## src/rtl/aha_ahb_pkg.sv

```systemverilog
// Shared AHB-Lite definitions: transfer encodings, size codes and byte-strobe generation
// for the 64-bit SRAM controller.
package aha_ahb_pkg;

    localparam int ADDR_WIDTH = 15;
    localparam int SRAM_AW    = 12;

    typedef enum logic [1:0] {
        HTRANS_IDLE   = 2'd0,
        HTRANS_BUSY   = 2'd1,
        HTRANS_NONSEQ = 2'd2,
        HTRANS_SEQ    = 2'd3
    } htrans_e;

    localparam logic [2:0] HSIZE_BYTE  = 3'd0;
    localparam logic [2:0] HSIZE_HALF  = 3'd1;
    localparam logic [2:0] HSIZE_WORD  = 3'd2;
    localparam logic [2:0] HSIZE_DWORD = 3'd3;

    // Lanes touched by a transfer; sizes of a dword or larger cover the whole word.
    function automatic logic [7:0] ahb_byte_strb(input logic [2:0] size, input logic [2:0] addr);
        case (size)
            HSIZE_BYTE: return 8'h01 << addr;
            HSIZE_HALF: return 8'h03 << {addr[2:1], 1'b0};
            HSIZE_WORD: return 8'h0F << {addr[2], 2'b00};
            default:    return 8'hFF;
        endcase
    endfunction

endpackage

```

## src/rtl/ahb_sram_4kx64_ctrl_if.sv

```systemverilog
// AHB-Lite bus bundle for the SRAM controller; the master side drives requests and
// write data, the slave side returns ready, response and read data.
interface ahb_sram_4kx64_ctrl_if;
    import aha_ahb_pkg::*;

    logic                  HSEL;
    logic [ADDR_WIDTH-1:0] HADDR;
    logic [1:0]            HTRANS;
    logic                  HWRITE;
    logic [2:0]            HSIZE;
    logic                  HREADY;
    logic [63:0]           HWDATA;
    logic                  HREADYOUT;
    logic                  HRESP;
    logic [63:0]           HRDATA;

    modport master (
        output HSEL, HADDR, HTRANS, HWRITE, HSIZE, HREADY, HWDATA,
        input  HREADYOUT, HRESP, HRDATA
    );

    modport slave (
        input  HSEL, HADDR, HTRANS, HWRITE, HSIZE, HREADY, HWDATA,
        output HREADYOUT, HRESP, HRDATA
    );

endinterface

```

## src/rtl/ahb_sram_wbuf.sv

```systemverilog
// Single-entry posted-write buffer; holds one word with its byte strobe until the SRAM
// port is free, and reports which of its bytes overlay a read of a given word.
module ahb_sram_wbuf
    import aha_ahb_pkg::*;
(
    input  logic               CLK,
    input  logic               RESETn,
    input  logic               i_load,
    input  logic [SRAM_AW-1:0] i_load_addr,
    input  logic [7:0]         i_load_strb,
    input  logic [63:0]        i_load_data,
    input  logic               i_commit,
    input  logic [SRAM_AW-1:0] i_rd_addr,
    output logic               o_valid,
    output logic [SRAM_AW-1:0] o_addr,
    output logic [7:0]         o_strb,
    output logic [63:0]        o_data,
    output logic [7:0]         o_fwd_mask
);

    logic               r_valid;
    logic [SRAM_AW-1:0] r_addr;
    logic [7:0]         r_strb;
    logic [63:0]        r_data;

    // A load wins over a coincident commit: the commit has already used the old contents.
    always_ff @(posedge CLK or negedge RESETn) begin
        if (!RESETn) begin
            r_valid <= 1'b0;
            r_addr  <= '0;
            r_strb  <= '0;
            r_data  <= '0;
        end else if (i_load) begin
            r_valid <= 1'b1;
            r_addr  <= i_load_addr;
            r_strb  <= i_load_strb;
            r_data  <= i_load_data;
        end else if (i_commit) begin
            r_valid <= 1'b0;
        end
    end

    assign o_valid    = r_valid;
    assign o_addr     = r_addr;
    assign o_strb     = r_strb;
    assign o_data     = r_data;
    assign o_fwd_mask = (r_valid && (r_addr == i_rd_addr)) ? r_strb : 8'h00;

endmodule

```

## src/rtl/ahb_sram_4kx64_ctrl.sv

```systemverilog
// Zero-wait-state AHB-Lite slave in front of a 4Kx64 SRAM: reads go straight to the
// array, writes are posted through a one-word buffer and forwarded to later reads.
module ahb_sram_4kx64_ctrl
    import aha_ahb_pkg::*;
(
    input  logic                   CLK,
    input  logic                   RESETn,
    ahb_sram_4kx64_ctrl_if.slave   s_ahb,
    output logic                   SRAM_CEn,
    output logic [7:0]             SRAM_WEn,
    output logic [SRAM_AW-1:0]     SRAM_A,
    output logic [63:0]            SRAM_D,
    input  logic [63:0]            SRAM_Q
);

    logic               w_accept, w_rd_acc, w_wr_acc, w_commit;
    logic [SRAM_AW-1:0] w_word_addr;
    logic               w_buf_valid;
    logic [SRAM_AW-1:0] w_buf_addr;
    logic [7:0]         w_buf_strb, w_fwd_mask;
    logic [63:0]        w_buf_data, w_rdata;

    logic               r_rd_phase, r_wr_phase;
    logic [SRAM_AW-1:0] r_rd_addr, r_wr_addr;
    logic [7:0]         r_wr_strb;

    // NOTE: RESETn gates acceptance so the SRAM stays deselected while reset is held,
    // even with a read request parked on the bus.
    assign w_accept = RESETn & s_ahb.HSEL & s_ahb.HREADY &
                      ((htrans_e'(s_ahb.HTRANS) == HTRANS_NONSEQ) ||
                       (htrans_e'(s_ahb.HTRANS) == HTRANS_SEQ));
    assign w_rd_acc    = w_accept & ~s_ahb.HWRITE;
    assign w_wr_acc    = w_accept &  s_ahb.HWRITE;
    assign w_word_addr = s_ahb.HADDR[ADDR_WIDTH-1:3];
    assign w_commit    = w_buf_valid & ~w_rd_acc;

    always_ff @(posedge CLK or negedge RESETn) begin
        if (!RESETn) begin
            r_rd_phase <= 1'b0;
            r_rd_addr  <= '0;
            r_wr_phase <= 1'b0;
            r_wr_addr  <= '0;
            r_wr_strb  <= '0;
        end else begin
            r_rd_phase <= w_rd_acc;
            r_wr_phase <= w_wr_acc;
            if (w_rd_acc) r_rd_addr <= w_word_addr;
            if (w_wr_acc) begin
                r_wr_addr <= w_word_addr;
                r_wr_strb <= ahb_byte_strb(s_ahb.HSIZE, s_ahb.HADDR[2:0]);
            end
        end
    end

    ahb_sram_wbuf u_wbuf (
        .CLK         (CLK),
        .RESETn      (RESETn),
        .i_load      (r_wr_phase),
        .i_load_addr (r_wr_addr),
        .i_load_strb (r_wr_strb),
        .i_load_data (s_ahb.HWDATA),
        .i_commit    (w_commit),
        .i_rd_addr   (r_rd_addr),
        .o_valid     (w_buf_valid),
        .o_addr      (w_buf_addr),
        .o_strb      (w_buf_strb),
        .o_data      (w_buf_data),
        .o_fwd_mask  (w_fwd_mask)
    );

    // Reads own the port; the buffer drains in any cycle without a read address phase.
    always_comb begin
        SRAM_CEn = 1'b1;
        SRAM_WEn = 8'hFF;
        SRAM_A   = w_buf_addr;
        if (w_rd_acc) begin
            SRAM_CEn = 1'b0;
            SRAM_A   = w_word_addr;
        end else if (w_buf_valid) begin
            SRAM_CEn = 1'b0;
            SRAM_WEn = ~w_buf_strb;
        end
    end

    assign SRAM_D = w_buf_data;

    always_comb begin
        w_rdata = '0;
        if (r_rd_phase) begin
            for (int i = 0; i < 8; i++) begin
                w_rdata[8*i +: 8] = w_fwd_mask[i] ? w_buf_data[8*i +: 8] : SRAM_Q[8*i +: 8];
            end
        end
    end

    assign s_ahb.HRDATA    = w_rdata;
    assign s_ahb.HREADYOUT = 1'b1;
    assign s_ahb.HRESP     = 1'b0;

endmodule

```

## src/flat_wrapper.sv

```systemverilog
// flat-port wrapper written by rule: the top's interface ports become plain ports
module ahb_sram_4kx64_ctrl_flat import aha_ahb_pkg::*;
  (CLK, RESETn, SRAM_CEn, SRAM_WEn, SRAM_A, SRAM_D, SRAM_Q, s_ahb_HSEL, s_ahb_HADDR, s_ahb_HTRANS, s_ahb_HWRITE, s_ahb_HSIZE, s_ahb_HREADY, s_ahb_HWDATA, s_ahb_HREADYOUT, s_ahb_HRESP, s_ahb_HRDATA);
  ahb_sram_4kx64_ctrl_if s_ahb_i ();
  input  logic CLK;
  input  logic RESETn;
  output logic SRAM_CEn;
  output logic [7:0] SRAM_WEn;
  output logic [SRAM_AW-1:0] SRAM_A;
  output logic [63:0] SRAM_D;
  input  logic [63:0] SRAM_Q;
  input wire logic [$bits(s_ahb_i.HSEL)-1:0] s_ahb_HSEL;
  input wire logic [$bits(s_ahb_i.HADDR)-1:0] s_ahb_HADDR;
  input wire logic [$bits(s_ahb_i.HTRANS)-1:0] s_ahb_HTRANS;
  input wire logic [$bits(s_ahb_i.HWRITE)-1:0] s_ahb_HWRITE;
  input wire logic [$bits(s_ahb_i.HSIZE)-1:0] s_ahb_HSIZE;
  input wire logic [$bits(s_ahb_i.HREADY)-1:0] s_ahb_HREADY;
  input wire logic [$bits(s_ahb_i.HWDATA)-1:0] s_ahb_HWDATA;
  output wire logic [$bits(s_ahb_i.HREADYOUT)-1:0] s_ahb_HREADYOUT;
  output wire logic [$bits(s_ahb_i.HRESP)-1:0] s_ahb_HRESP;
  output wire logic [$bits(s_ahb_i.HRDATA)-1:0] s_ahb_HRDATA;
  assign s_ahb_i.HSEL = s_ahb_HSEL;
  assign s_ahb_i.HADDR = s_ahb_HADDR;
  assign s_ahb_i.HTRANS = s_ahb_HTRANS;
  assign s_ahb_i.HWRITE = s_ahb_HWRITE;
  assign s_ahb_i.HSIZE = s_ahb_HSIZE;
  assign s_ahb_i.HREADY = s_ahb_HREADY;
  assign s_ahb_i.HWDATA = s_ahb_HWDATA;
  assign s_ahb_HREADYOUT = s_ahb_i.HREADYOUT;
  assign s_ahb_HRESP = s_ahb_i.HRESP;
  assign s_ahb_HRDATA = s_ahb_i.HRDATA;
  ahb_sram_4kx64_ctrl u_core (.CLK(CLK), .RESETn(RESETn), .s_ahb(s_ahb_i), .SRAM_CEn(SRAM_CEn), .SRAM_WEn(SRAM_WEn), .SRAM_A(SRAM_A), .SRAM_D(SRAM_D), .SRAM_Q(SRAM_Q));
endmodule
```

## config.mk

```make
export PLATFORM = sky130hd
export DESIGN_NAME = ahb_sram_4kx64_ctrl_flat
export DESIGN_NICKNAME = d
export VERILOG_FILES = /design/src/rtl/aha_ahb_pkg.sv /design/src/rtl/ahb_sram_4kx64_ctrl_if.sv /design/src/rtl/ahb_sram_wbuf.sv /design/src/rtl/ahb_sram_4kx64_ctrl.sv /design/src/flat_wrapper.sv
export SDC_FILE = /design/constraint.sdc
export NUM_CORES = 1
export LEC_CHECK = 0
export CORE_MARGIN = 1.5
export CORE_UTILIZATION = 44
export DETAILED_ROUTE_END_ITERATION = 8
export GPL_TIMING_DRIVEN = 0
export HOLD_SLACK_MARGIN = 0.02
export MAX_ROUTING_LAYER = met4
export PLACE_DENSITY = 0.93
export SLEW_MARGIN = 20
export SYNTH_ARGS = -nofsm -noshare
export SYNTH_HDL_FRONTEND = slang
export SYNTH_SLANG_ARGS = --single-unit
```

## constraint.sdc

```tcl
create_clock -name CLK -period 3.9 [get_ports CLK]
set_input_delay 0.585 -clock CLK [delete_from_list [all_inputs] [get_ports CLK]]
set_output_delay 0.585 -clock CLK [all_outputs]
set_load 0.01 [all_outputs]
```

==> impl_metrics.py <==
metrics = {
    "outcome": {
        "status": "completed",
    },
    "yosys": {
        "yosys_warnings": 0,
        "synth_cell_types": 34,
        "synth_top_area_share_pct": 47.8,
        "synth_commonest_cells": "nand2_1, dfrtp_1, mux2_1",
        "synth_area_per_cell_um2": 10.3,
        "synth_area_um2": 6230,
        "synth_edf_count": 0,
        "syn_nets": 759,
        "synth.ff_latch_count": 119,
        "synth_top_area_cell": "dfrtp_1",
        "synth.most_common_cell": "nand2_1",
        "ys_dominant_reg_cell": "dfrtp_1",
        "seq_area_frac_synth_pct": 47.8,
        "synthCells": 606,
        "async_flop_share_pct": 100,
        "yosys-top-cells-area": "dfrtp_1, mux2_1, nand2_1",
    },
    "final_layout": {
        "fillers": 912,
        "drive_gt1_share_pct": 6.66,
        "fin_util_pct": 73.7,
        "final_area_um2": 10200,
        "final_cell_count_no_fill": 1127,
        "nNetsFinal": 1088,
        "syn2layout_area_growth_pct": 63.5,
    },
    "cts": {
        "cts.sinks": 119,
        "cts_buffers": 17,
        "postCtsHoldBufs": 0,
        "h-tree-depth": 4,
        "cts_resized": 0,
        "cts.reportedPaths.clkPinSlew_ps": 50,
        "cts_buffer_depth": 2,
        "cts_root_buffer": "clkbuf_16",
        "cts_tree": "built",
        "clk_latency_ps": 410,
    },
    "sta": {
        "skew_ps": 11.3,
        "rsz0062_at_grt": "false",
        "slew_violations": 0,
        "min_period_over_period_pct": 93.0,
        "relSlewSlack_pct": 48.7,
        "tns_ps": 0,
        "setup_violations": 0,
        "hold_violations": 0,
        "timing.fmax_mhz": 276,
        "fin_crit_ps": 3630,
        "tightest_slew_ps": 763,
    },
    "routing": {
        "routedWlPerCell_um": 17.6,
        "ant_nets": 0,
        "viasPerCell": 5.07,
        "totalWireLength_um": 19900,
        "drtPass1Iterations": 5,
        "drtIter0Drc": 326,
        "vias": 5713,
        "drc": 0,
    },
    "placed_design": {
        "dpl_cell_area_um2": 9490,
        "place_hpwl_um": 14900,
        "port_buffers": 300,
        "gp_congestion": 0.836,
        "dp.cells": 1087,
    },
    "global_routing": {
        "antenna_found_initial": 0,
        "grt_first_pass_wirelength_um": 29200,
        "grt_overflow_total": 0,
        "grt_usage_pct": 27.1,
        "grt_pass1_vias": 5527,
        "grt_max_degree": 75,
    },
    "power": {
        "switching_power_mw": 1.31,
        "power_density_nw_per_um2": 439,
        "p_leak_nw": 4.16,
        "p_sw_share_pct": 29.2,
        "p_comb_share_pct": 27.0,
        "ir_drop_v": 0.000299,
        "power.internal_mw": 3.17,
        "p_clk_share_pct": 33.5,
        "power_mw": 4.47,
        "pwr-share-seq_pct": 39.5,
    },
    "worst_setup_path": {
        "crit_type": "flip-flop to output port",
        "end_kind": "output port",
        "worstRegToRegCells": 3,
        "cp_max_fo": 8,
        "arrival_ps": 3040,
        "critPathLaunchType": "flip-flop",
        "required_ps": 3310,
    },
    "floorplan": {
        "fp.dieH_um": 122,
        "num_rows": 43,
        "chipWidth_um": 122,
        "pin_count": 304,
        "coreArea_um2": 13800,
        "initial_core_util_pct": 45.0,
        "die_area_um2": 14900,
    },
    "run": {
        "cap_violations": 0,
    },
    "min_path": {
        "hp-class": "input port to asynchronous set/reset pin",
    },
}
## final cells by class
cell class	count	area [um^2]	share of cell area (%)
clock buffers	21	460	4.52
plain buffers	34	176	1.73
clock inverters	9	103	1.01
multi-input cells	448	3060	30.0
flip-flops and latches	119	2980	29.2
repair buffers	311	3170	31.1
diodes	1	2.50	0.0246
inverters	4	15.0	0.147
well taps	180	225	2.21
## cell families (layout without fill, tap and decap cells)
logic type	Yosys count	after routing	synth area share [%]
compound gates	13	13	1.41
mux	148	148	25.5
buf+inv	39	379	3.13
simple gates	273	273	20.2
flops	119	119	47.8
other cells	2	3	0.121
xor+xnor	12	12	1.81
## stage by stage
step | worst slack, ps | hold WS, ps
CTS | 126 | 112
finish | 273 | 101
global placement | -4000 | 454
detailed placement | -59.5 | 459
global route | 18.1 | 121
floorplan | 1430 | 289
## cell usage in the layout, fill, tap and decap left out, drive strengths merged, types with 2 or more instances in the layout
cell type,Yosys,layout
nand2,234,234
clkinvlp,0,3
bufinv,0,2
inv,4,4
conb,2,2
dfrtp,119,119
nand4,3,3
nor4,8,8
nand2b,2,2
o22a,4,4
clkbuf,16,36
nand3,9,9
mux2,84,84
dlygate4sd1,6,6
nor2,8,8
xnor2,12,12
buf,13,25
a21oi,4,4
mux2i,64,64
nand3b,2,2
clkdlybuf4s50,0,299
o21ai,2,2
clkinv,0,4
a21boi,2,2
## power groups by stage
stage	Combinational, mW	Clock [mW]	Sequential [mW]
after floorplan	0.470	0	1.78
after global placement	1.17	0	1.76
after detailed placement	1.21	0	1.78
after CTS	1.22	1.52	1.76
after global routing	1.30	1.58	1.80
final	1.21	1.50	1.77
## layer usage
layer	wire, um	part of all wire, %	global-route usage [%]
met4	401	2.0	10.1
met2	10100	51	44.7
met5	0	0	-
met1	8000	40	31.8
met3	1430	7.2	7.12
## state kept, by name, indices dropped and copies added (netlist names)
register / flops
u_core.r_wr_strb: 8
u_core.r_wr_addr: 12
u_core.u_wbuf.o_data: 64
u_core.r_wr_phase: 1
u_core.r_rd_phase: 1
u_core.u_wbuf.o_strb: 8
u_core.u_wbuf.o_addr: 12
u_core.u_wbuf.o_valid: 1
u_core.r_rd_addr: 12
## worst max-delay path, cell delays in order, from the launching register on
cell             delay, ps
dfrtp_1                410
xnor2_1                560
nand3_1                220
nor4_4                 610
mux2i_1                270
clkdlybuf4s50_1        570
## path summary, 6_finish.rpt
check	from	end	slack, ps
min in group CLK	u_core.r_wr_addr[10]	u_core.r_wr_addr[10]	470
setup reg to reg	u_core.r_wr_phase	u_core.u_wbuf.o_data[2]	1810
max in group asynchronous	RESETn	u_core.u_wbuf.o_data[63]	3080
hold reg to reg	u_core.r_wr_addr[10]	u_core.r_wr_addr[10]	470
hold / removal	RESETn	u_core.u_wbuf.o_data[16]	100
setup / recovery	u_core.u_wbuf.o_addr[9]	s_ahb_HRDATA[24]	270
## repair_timing
action,CTS,global route
pin swaps,0,6
buffers inserted,0,10
endpoints found under the setup margin,8,14
Power figures use the tool's default switching activity.
